### src/rtl/pipe_adder_pkg.sv
// Shared constants and the stage-register record for the chunked pipelined adder.
package pipe_adder_pkg;

    localparam int unsigned PA_WIDTH = 16;
    localparam int unsigned PA_CHUNK = 4;

    // One pipeline stage worth of state. Operands shift right by one chunk per
    // stage so every stage adds the low chunk. Finished sum chunks enter at the top.
    typedef struct packed {
        logic                valid;
        logic                carry;
        logic                sub;
        logic                ov;
        logic [PA_WIDTH-1:0] sum;
        logic [PA_WIDTH-1:0] x;
        logic [PA_WIDTH-1:0] y;
    } stage_t;

endpackage

### src/rtl/pipe_adder_stage.sv
// One CHUNK-bit slice of the pipelined adder plus its enabled stage register.
module pipe_adder_stage
    import pipe_adder_pkg::*;
#(
    parameter int unsigned WIDTH = PA_WIDTH,
    parameter int unsigned CHUNK = PA_CHUNK,
    parameter bit          LAST  = 1'b0
) (
    input  logic   clk,
    input  logic   rst,
    input  logic   en_i,
    input  stage_t stage_i,
    output stage_t stage_o
);

    localparam int unsigned CW = CHUNK + 1;

    logic [CHUNK-1:0] a_c;
    logic [CHUNK-1:0] b_c;
    logic [CHUNK-1:0] r_c;
    logic             c_c;
    stage_t           stage_d;
    stage_t           stage_q;

    // The incoming ov field is never meaningful; ov is computed only in the last slice.
    logic unused_ov;
    assign unused_ov = stage_i.ov;

    // Chunk add, then shift operands down and the new sum chunk in at the top.
    always_comb begin
        stage_d = '0;
        a_c     = stage_i.x[CHUNK-1:0];
        b_c     = stage_i.sub ? ~stage_i.y[CHUNK-1:0] : stage_i.y[CHUNK-1:0];
        {c_c, r_c} = CW'(a_c) + CW'(b_c) + CW'(stage_i.carry);

        stage_d.valid = stage_i.valid;
        stage_d.carry = c_c;
        stage_d.sub   = stage_i.sub;
        stage_d.sum   = (stage_i.sum >> CHUNK) | (WIDTH'(r_c) << (WIDTH - CHUNK));
        stage_d.x     = stage_i.x >> CHUNK;
        stage_d.y     = stage_i.y >> CHUNK;
        stage_d.ov    = LAST && (a_c[CHUNK-1] == b_c[CHUNK-1])
                             && (r_c[CHUNK-1] != a_c[CHUNK-1]);
    end

    // Stage register: cleared by reset, holds whenever the pipeline is stalled.
    always_ff @(posedge clk) begin
        if (rst) begin
            stage_q <= '0;
        end else if (en_i) begin
            stage_q <= stage_d;
        end
    end

    assign stage_o = stage_q;

endmodule

### src/rtl/pipe_adder.sv
// Pipelined ripple adder/subtractor, CHUNK bits per stage, valid/ready handshake.
module pipe_adder
    import pipe_adder_pkg::*;
#(
    parameter int unsigned WIDTH = PA_WIDTH,
    parameter int unsigned CHUNK = PA_CHUNK
) (
    input  logic             clk,
    input  logic             rst,
    input  logic             in_valid,
    output logic             in_ready,
    input  logic [WIDTH-1:0] x,
    input  logic [WIDTH-1:0] y,
    input  logic             ci,
    input  logic             sub,
    output logic             out_valid,
    input  logic             out_ready,
    output logic [WIDTH-1:0] s,
    output logic             co,
    output logic             ov
);

    localparam int unsigned STAGES = WIDTH / CHUNK;

    // The stage record is sized by the package width; only chunk size may vary.
    if (WIDTH != PA_WIDTH || CHUNK == 0 || (WIDTH % CHUNK) != 0) begin : g_bad_params
        $error("pipe_adder: WIDTH must equal PA_WIDTH and be a nonzero multiple of CHUNK");
    end

    logic   adv_c;
    stage_t head_c;
    stage_t pipe_q [STAGES];

    // Whole pipeline moves together; it stalls only when the held result is not taken.
    assign adv_c    = !out_valid || out_ready;
    assign in_ready = adv_c;

    // Pack the presented operand set into the record entering stage 0.
    always_comb begin
        head_c       = '0;
        head_c.valid = in_valid;
        head_c.carry = ci;
        head_c.sub   = sub;
        head_c.x     = x;
        head_c.y     = y;
    end

    for (genvar k = 0; k < STAGES; k++) begin : g_stage
        if (k == 0) begin : g_first
            pipe_adder_stage #(
                .WIDTH (WIDTH),
                .CHUNK (CHUNK),
                .LAST  (STAGES == 1)
            ) u_stage (
                .clk     (clk),
                .rst     (rst),
                .en_i    (adv_c),
                .stage_i (head_c),
                .stage_o (pipe_q[k])
            );
        end else begin : g_next
            pipe_adder_stage #(
                .WIDTH (WIDTH),
                .CHUNK (CHUNK),
                .LAST  (k == STAGES - 1)
            ) u_stage (
                .clk     (clk),
                .rst     (rst),
                .en_i    (adv_c),
                .stage_i (pipe_q[k-1]),
                .stage_o (pipe_q[k])
            );
        end
    end

    assign out_valid = pipe_q[STAGES-1].valid;
    assign s         = pipe_q[STAGES-1].sum;
    assign co        = pipe_q[STAGES-1].carry;
    assign ov        = pipe_q[STAGES-1].ov;

    // Operand remnants and sub leaving the last stage have no consumer.
    logic unused_tail;
    assign unused_tail = ^{pipe_q[STAGES-1].x, pipe_q[STAGES-1].y, pipe_q[STAGES-1].sub};

endmodule
### config.mk
export PLATFORM = sky130hd
export DESIGN_NAME = pipe_adder
export DESIGN_NICKNAME = d
export VERILOG_FILES = /design/src/rtl/pipe_adder_pkg.sv /design/src/rtl/pipe_adder_stage.sv /design/src/rtl/pipe_adder.sv
export SDC_FILE = /design/constraint.sdc
export NUM_CORES = 1
export LEC_CHECK = 0
export ABC_AREA = 0
export CORE_MARGIN = 1.5
export CORE_UTILIZATION = 30
export DETAILED_ROUTE_END_ITERATION = 7
export PLACE_DENSITY = 0.5
export SYNTH_ARGS = -nofsm -noshare
export SYNTH_HDL_FRONTEND = slang
export SYNTH_SLANG_ARGS = --single-unit
export TNS_END_PERCENT = 50
### constraint.sdc
create_clock -name clk -period 2.4 [get_ports clk]
set_input_delay 0.48 -clock clk [delete_from_list [all_inputs] [get_ports clk]]
set_output_delay 0.48 -clock clk [all_outputs]
set_load 0.1 [all_outputs]
== Yosys cells after proc, flatten, opt, wreduce, memory -nomap -nowiden ==
Index checks and enable logic that the tools add are counted.
W data, S select, Z words.
Word-level totals
  flip-flop bits (word level): 112
  bits in latches: 0
  RAM bits: 0
  bits in read-only memories: 0
  output and inout bits: 20
  logic and storage cells: 46
  memories: 0
Cells by class
  $add $sub $neg: 8
  multipliers: 0
  div/mod/pow operators: 0
  order comparisons: 0
  equal/unequal tests: 2
  shift operators: 0
  muxes and demuxes: 4
  bitwise gates (word level): 7
  reduce and logical (&&, ||, !) cells: 3
Operators with widths (number)
  $or A12 B16 Y16: 3
  $add A4 B4 Y5: 4
  $add A5 B1 Y5: 4
  $mux W4: 4
  $not A4 Y4: 4
  $eq A1 B1 Y1: 1
  $logic_and A1 B1 Y1: 1
  $logic_not A1 Y1: 1
  $logic_or A1 B1 Y1: 1
  $ne A1 B1 Y1: 1

== Logic depth before layout (Yosys ltp) ==
  depth after elaboration: 6
  depth in mapped cells: 8

== Modules after synthesis ==
Synthesis repeated with hierarchy kept, for this count alone.
Second synthesis, totals
  cell total of the unflattened synthesis: 702
  area, all modules: 7216.9 um^2
By module, submodules not included
  pipe_adder_stage at g_stage[0].g_first.u_stage ...: times used 2, cells an instance 174, area an instance 1788.0 um^2, seq. area each 860.8 um^2
  pipe_adder_stage at g_stage[3].g_next.u_stage: times used 1, cells an instance 178, area an instance 1838.0 um^2, seq. area each 880.8 um^2
  pipe_adder_stage at g_stage[1].g_next.u_stage: times used 1, cells an instance 174, area an instance 1793.0 um^2, seq. area each 860.8 um^2
  pipe_adder: times used 1, cells an instance 2, area an instance 10.0 um^2, seq. area each 0.0 um^2

== Least setup slack after synthesis ==
Ideal clock, no wire load.
  path type: register to output
  from: reg g_stage[3].g_next.u_stage.stage_q, in the netlist g_stage[3].g_next.u_stage.stage_o[51]
  to: out in_ready
  arrival: 1.615 ns
  required time: 1.920 ns
  slack: 0.305 ns
  cell stages (with the launch flop): 4
  path buffers: 1
  path through: dfxtp_1 > nor2b_4 > inv_2 > buf_2
On the way
  cells in the longest elaborated chain, start to end: 2
Ends and longest elaborated chain
  start, declared: RTL line pipe_adder_stage.sv:23  | stage_t stage_q;
  start signal, assigned: RTL line pipe_adder_stage.sv:51  | stage_q <= stage_d;
  $logic_not A1 Y1: RTL line pipe_adder.sv:35  | assign adv_c = !out_valid || out_ready;
  $logic_or A1 B1 Y1: RTL line pipe_adder.sv:35
  end, declared: RTL line pipe_adder.sv:11  | output logic in_ready,
Every way passes these cells.

== Final worst setup path ==
  from: in sub
  to: reg g_stage[0].g_first.u_stage.stage_q, in the netlist g_stage[0].g_first.u_stage.stage_o[50]
On the way
  cells in the longest elaborated chain, start to end: 3
Ends and longest elaborated chain
  start, declared: RTL line pipe_adder.sv:15  | input logic sub,
  $mux W4: RTL line pipe_adder_stage.sv:33  | b_c = stage_i.sub ? ~stage_i.y[CHUNK-1:0] : stage_i.y[CHUNK-1:0];
  $add A4 B4 Y5: RTL line pipe_adder_stage.sv:34  | {c_c, r_c} = CW'(a_c) + CW'(b_c) + CW'(stage_i.carry);
  $add A5 B1 Y5: RTL line pipe_adder_stage.sv:34
  end signal, assigned: RTL line pipe_adder_stage.sv:51
  end, declared: RTL line pipe_adder_stage.sv:23
Every way passes these cells.
A chain may end at the register's enable or synchronous reset.

==> metrics <==
result of the run=finished clean; number of hold buffers added after cts=0; family with the most delay on the worst path=adder cells; Comb power frac=13.1%; synthesis warning total=0; predominant post-synthesis flop cell=sky130_fd_sc_hd__dfxtp_1; number of max-slew violations in the final report=0; routed length per instance=11.8 um; post-route setup slack=0.325 ns; clock tree from TritonCTS=built; met1 Usage GRT=16.2%; f_max=482 MHz; top cells by area in the synthesized netlist=sky130_fd_sc_hd__dfxtp_1 (47%), sky130_fd_sc_hd__nand2_1 (15%), sky130_fd_sc_hd__a21oi_1 (10%); Resized cells post-CTS=0; final critical delay including setup and external delays=2.08 ns; number of buffers on the longest clock path=2; Post-Syn Area per Cell=8.39 um2; post-detailed-route DRC marker count=0; proportion of power drawn by the clock network=39.7%; routing layer with the top usage in global route=met2; number of max-capacitance violations reported=0; met3 Resource Use GR=2.53%; layout cell share with drive strength beyond 1=9.40%; fraction of synthesis flops using an asynchronous set or reset pin=0%; Power Internal=2.88 mW; worst-case vdd ir drop=0.353 mV; clock skew=0.00275 ns; number of buffer and inverter instances along the worst setup path=1; number of levels in the clock H-tree=3; chain of cells forming the critical path=clkdlybuf4s50_1, xnor2_1, fa_1, fa_1, nor2b_1, o21ai_0, a221oi_1; gr ovfl total=0; type of the worst setup path=input pin to flop; number of distinct library cell variants in the gate-level netlist after synthesis=33; critical-path cell with the highest stage delay=sky130_fd_sc_hd__clkdlybuf4s50_1; drt first-iter violations=152; sequential area share after synthesis=47.1%; maximum number of pins on one net before global-route repair=101; Worst Tran Pin Value=0.547 ns; routability congestion estimate=0.782; leading area contributor after synthesis=sky130_fd_sc_hd__dfxtp_1; First-pass DRT Iterations=4; Die Outline Area=0.0149 mm2; half-perimeter wire length after detailed placement=5740 um; total via count in the routed design=3287; total power density per cell area=740 mW/mm2; ports placed on the boundary=58; end-of-flow core utilization=37.8%; fraction of power spent switching nets=25.3%; quantity of I/O buffers inserted on ports=57; vertical extent of the die=122 um; Row Count=43; GR met2 Demand/Resource=18.9%; CP Capture Type=flop; share of Yosys cell area claimed by the top area cell type=47.1%; number of register bits inferred by synthesis=100; setup repair after global routing missed its margin=no; maximum fanout along the worst path=2; clock tree root driver cell=sky130_fd_sc_hd__clkbuf_16; Final setup viols=0; Max-Slew Margin vs Limit=63.5%; Net count, final=606; CTS clock-pin slew for the worst setup and hold paths=0.07 ns; synthesis-to-finish area growth=22.9%; longest individual stage delay on the worst path=0.44 ns; aggregate routed wire length=8680 um; Die Span X=122 um; global-route wire length before repair=14400 um; number of synthesized flops with an enable pin=0; worst hold-check path type=flop to flop; clock sink total=100; post-placement worst setup slack=-0.0362 ns; post-CTS repair timing setup buffer count=0; count of antenna-violating nets left after detailed routing=0; core region area=0.0138 mm2; critical path data required time=2.65 ns; overall routing resource usage=12.2%; starting density of the core=30.7%; ranking of synthesized cells by instance count=sky130_fd_sc_hd__nand2_1 (166), sky130_fd_sc_hd__dfxtp_1 (100), sky130_fd_sc_hd__a21oi_1 (86), sky130_fd_sc_hd__buf_2 (16), sky130_fd_sc_hd__inv_1 (14); total nets after synthesis=564; P_sw=979 uW; routed via count divided by cell count=4.48; arrival time of the worst setup path=2.32 ns; reported leakage power=2.11 nW; clock buffers created by TritonCTS=9; power after layout=3.86 mW; count of endpoints failing hold in the final timing report=0; vias in the first global route=3142; Critical Path Source Type=input pin; most used cell, CP=sky130_fd_sc_hd__fa_1; most frequent cell after synthesis=sky130_fd_sc_hd__nand2_1; mapped cell area=0.00425 mm2; register share of total power=47.2%; antenna violations before repair=0; Antenna Diode Count=0; gate count of the mapped netlist=506; Final period util=86.5%; insertion delay of the later-clocked pin in the worst-skew pair=0.34 ns
-- metal layers --
| layer | wire [um] | vias to the layer above |
|---|---|---|
| met5 | 0 | - |
| met4 | 168 | 0 |
| met3 | 258 | 11 |
| met2 | 3820 | 40 |
| met1 | 4430 | 1497 |
| li1 | - | 1739 |
-- layout by cell type (no fill, tap or decap), types with 2 or more instances in the layout --
cell                              synthesis  layout
sky130_fd_sc_hd__nand2_1                166     166
sky130_fd_sc_hd__dfxtp_1                100     100
sky130_fd_sc_hd__a21oi_1                 86      86
sky130_fd_sc_hd__clkdlybuf4s50_1          0      36
sky130_fd_sc_hd__buf_4                    3      29
sky130_fd_sc_hd__inv_1                   14      14
sky130_fd_sc_hd__nor2_1                  13      13
sky130_fd_sc_hd__xor2_1                  12      12
sky130_fd_sc_hd__ha_1                    12      12
sky130_fd_sc_hd__a211oi_1                11      11
sky130_fd_sc_hd__nand3b_1                 9       9
sky130_fd_sc_hd__clkbuf_16                0       9
sky130_fd_sc_hd__xnor2_1                  8       8
sky130_fd_sc_hd__fa_1                     8       8
sky130_fd_sc_hd__buf_12                   0       4
sky130_fd_sc_hd__a2111o_1                 3       3
sky130_fd_sc_hd__nor2b_1                  3       3
sky130_fd_sc_hd__nor3b_1                  3       3
sky130_fd_sc_hd__clkinv_2                 0       3
sky130_fd_sc_hd__o21ai_0                  2       2
sky130_fd_sc_hd__a21o_1                   2       2
sky130_fd_sc_hd__a2111oi_0                2       2
sky130_fd_sc_hd__a211o_1                  2       2
sky130_fd_sc_hd__o211ai_1                 2       2
sky130_fd_sc_hd__bufinv_16                0       2
-- through the flow --
stage	instance area (um2)	std cells	TNS (ns)	hold WS [ns]
2_1_floorplan	4250	506	0	0.432
4_1_cts	5220	733	0	0.454
6_report	5220	733	0	0.450
3_5_place_dp	4900	717	-0.0362	0.445
5_1_grt	5220	733	0	0.472
3_3_place_gp	4900	717	0	0.440
-- state kept, by name, indices dropped and copies added (netlist names) --
name / flops
g_stage.g_first.u_stage.stage_o: 31
g_stage.g_next.u_stage.stage_o: 69
-- logic make-up after synthesis --
group                      share of synthesized area (%)
AOI/OAI and AO/OA                                   15.2
buffers and inverters                               6.66
DFF                                                 47.1
xor gates and xnor gates                            4.12
and+or+nand+nor                                     19.6
adders and majority gates                           7.30
-- tightest hold or removal path: stages, from the launching register on --
cell                      delay (ns)
sky130_fd_sc_hd__dfxtp_1        0.31
sky130_fd_sc_hd__nand2_1        0.05
sky130_fd_sc_hd__a21oi_1        0.05
-- path summary, 6_finish.rpt --
path / start / to / slack (ns) / cells past startpoint
worst max-delay path: sub / g_stage[0].g_first.u_stage.stage_o[50]$_SDFFE_PP0P_ / 0.32 / 7
worst min-delay path: g_stage[3].g_next.u_stage.stage_o[39]$_SDFFE_PP0P_ / g_stage[3].g_next.u_stage.stage_o[39]$_SDFFE_PP0P_ / 0.45 / 2
worst max register to register: g_stage[2].g_next.u_stage.stage_o[49]$_SDFFE_PP0P_ / g_stage[3].g_next.u_stage.stage_o[50]$_SDFFE_PP0P_ / 0.45 / 7
worst min register to register: g_stage[3].g_next.u_stage.stage_o[39]$_SDFFE_PP0P_ / g_stage[3].g_next.u_stage.stage_o[39]$_SDFFE_PP0P_ / 0.45 / 2
-- final cells by class --
type | instances | area [um2]
clock buffer | 9 | 225
clock inverter | 7 | 91.3
fill | 1447 | 8610
inverter | 15 | 56.3
multi-input combinational | 353 | 1960
sequential | 100 | 2000
tap | 180 | 225
timing repair buffer | 69 | 658
-- power by group through the flow --
stage               combinational [mW]  sequential [mW]  clock, mW
floorplan                        0.257             1.96          0
global placement                 0.503             1.86          0
detailed placement               0.510             1.86          0
CTS                              0.514             1.82       1.58
global route                     0.560             1.84       1.66
finish                           0.506             1.82       1.53
(Power assumes the default switching activity.)
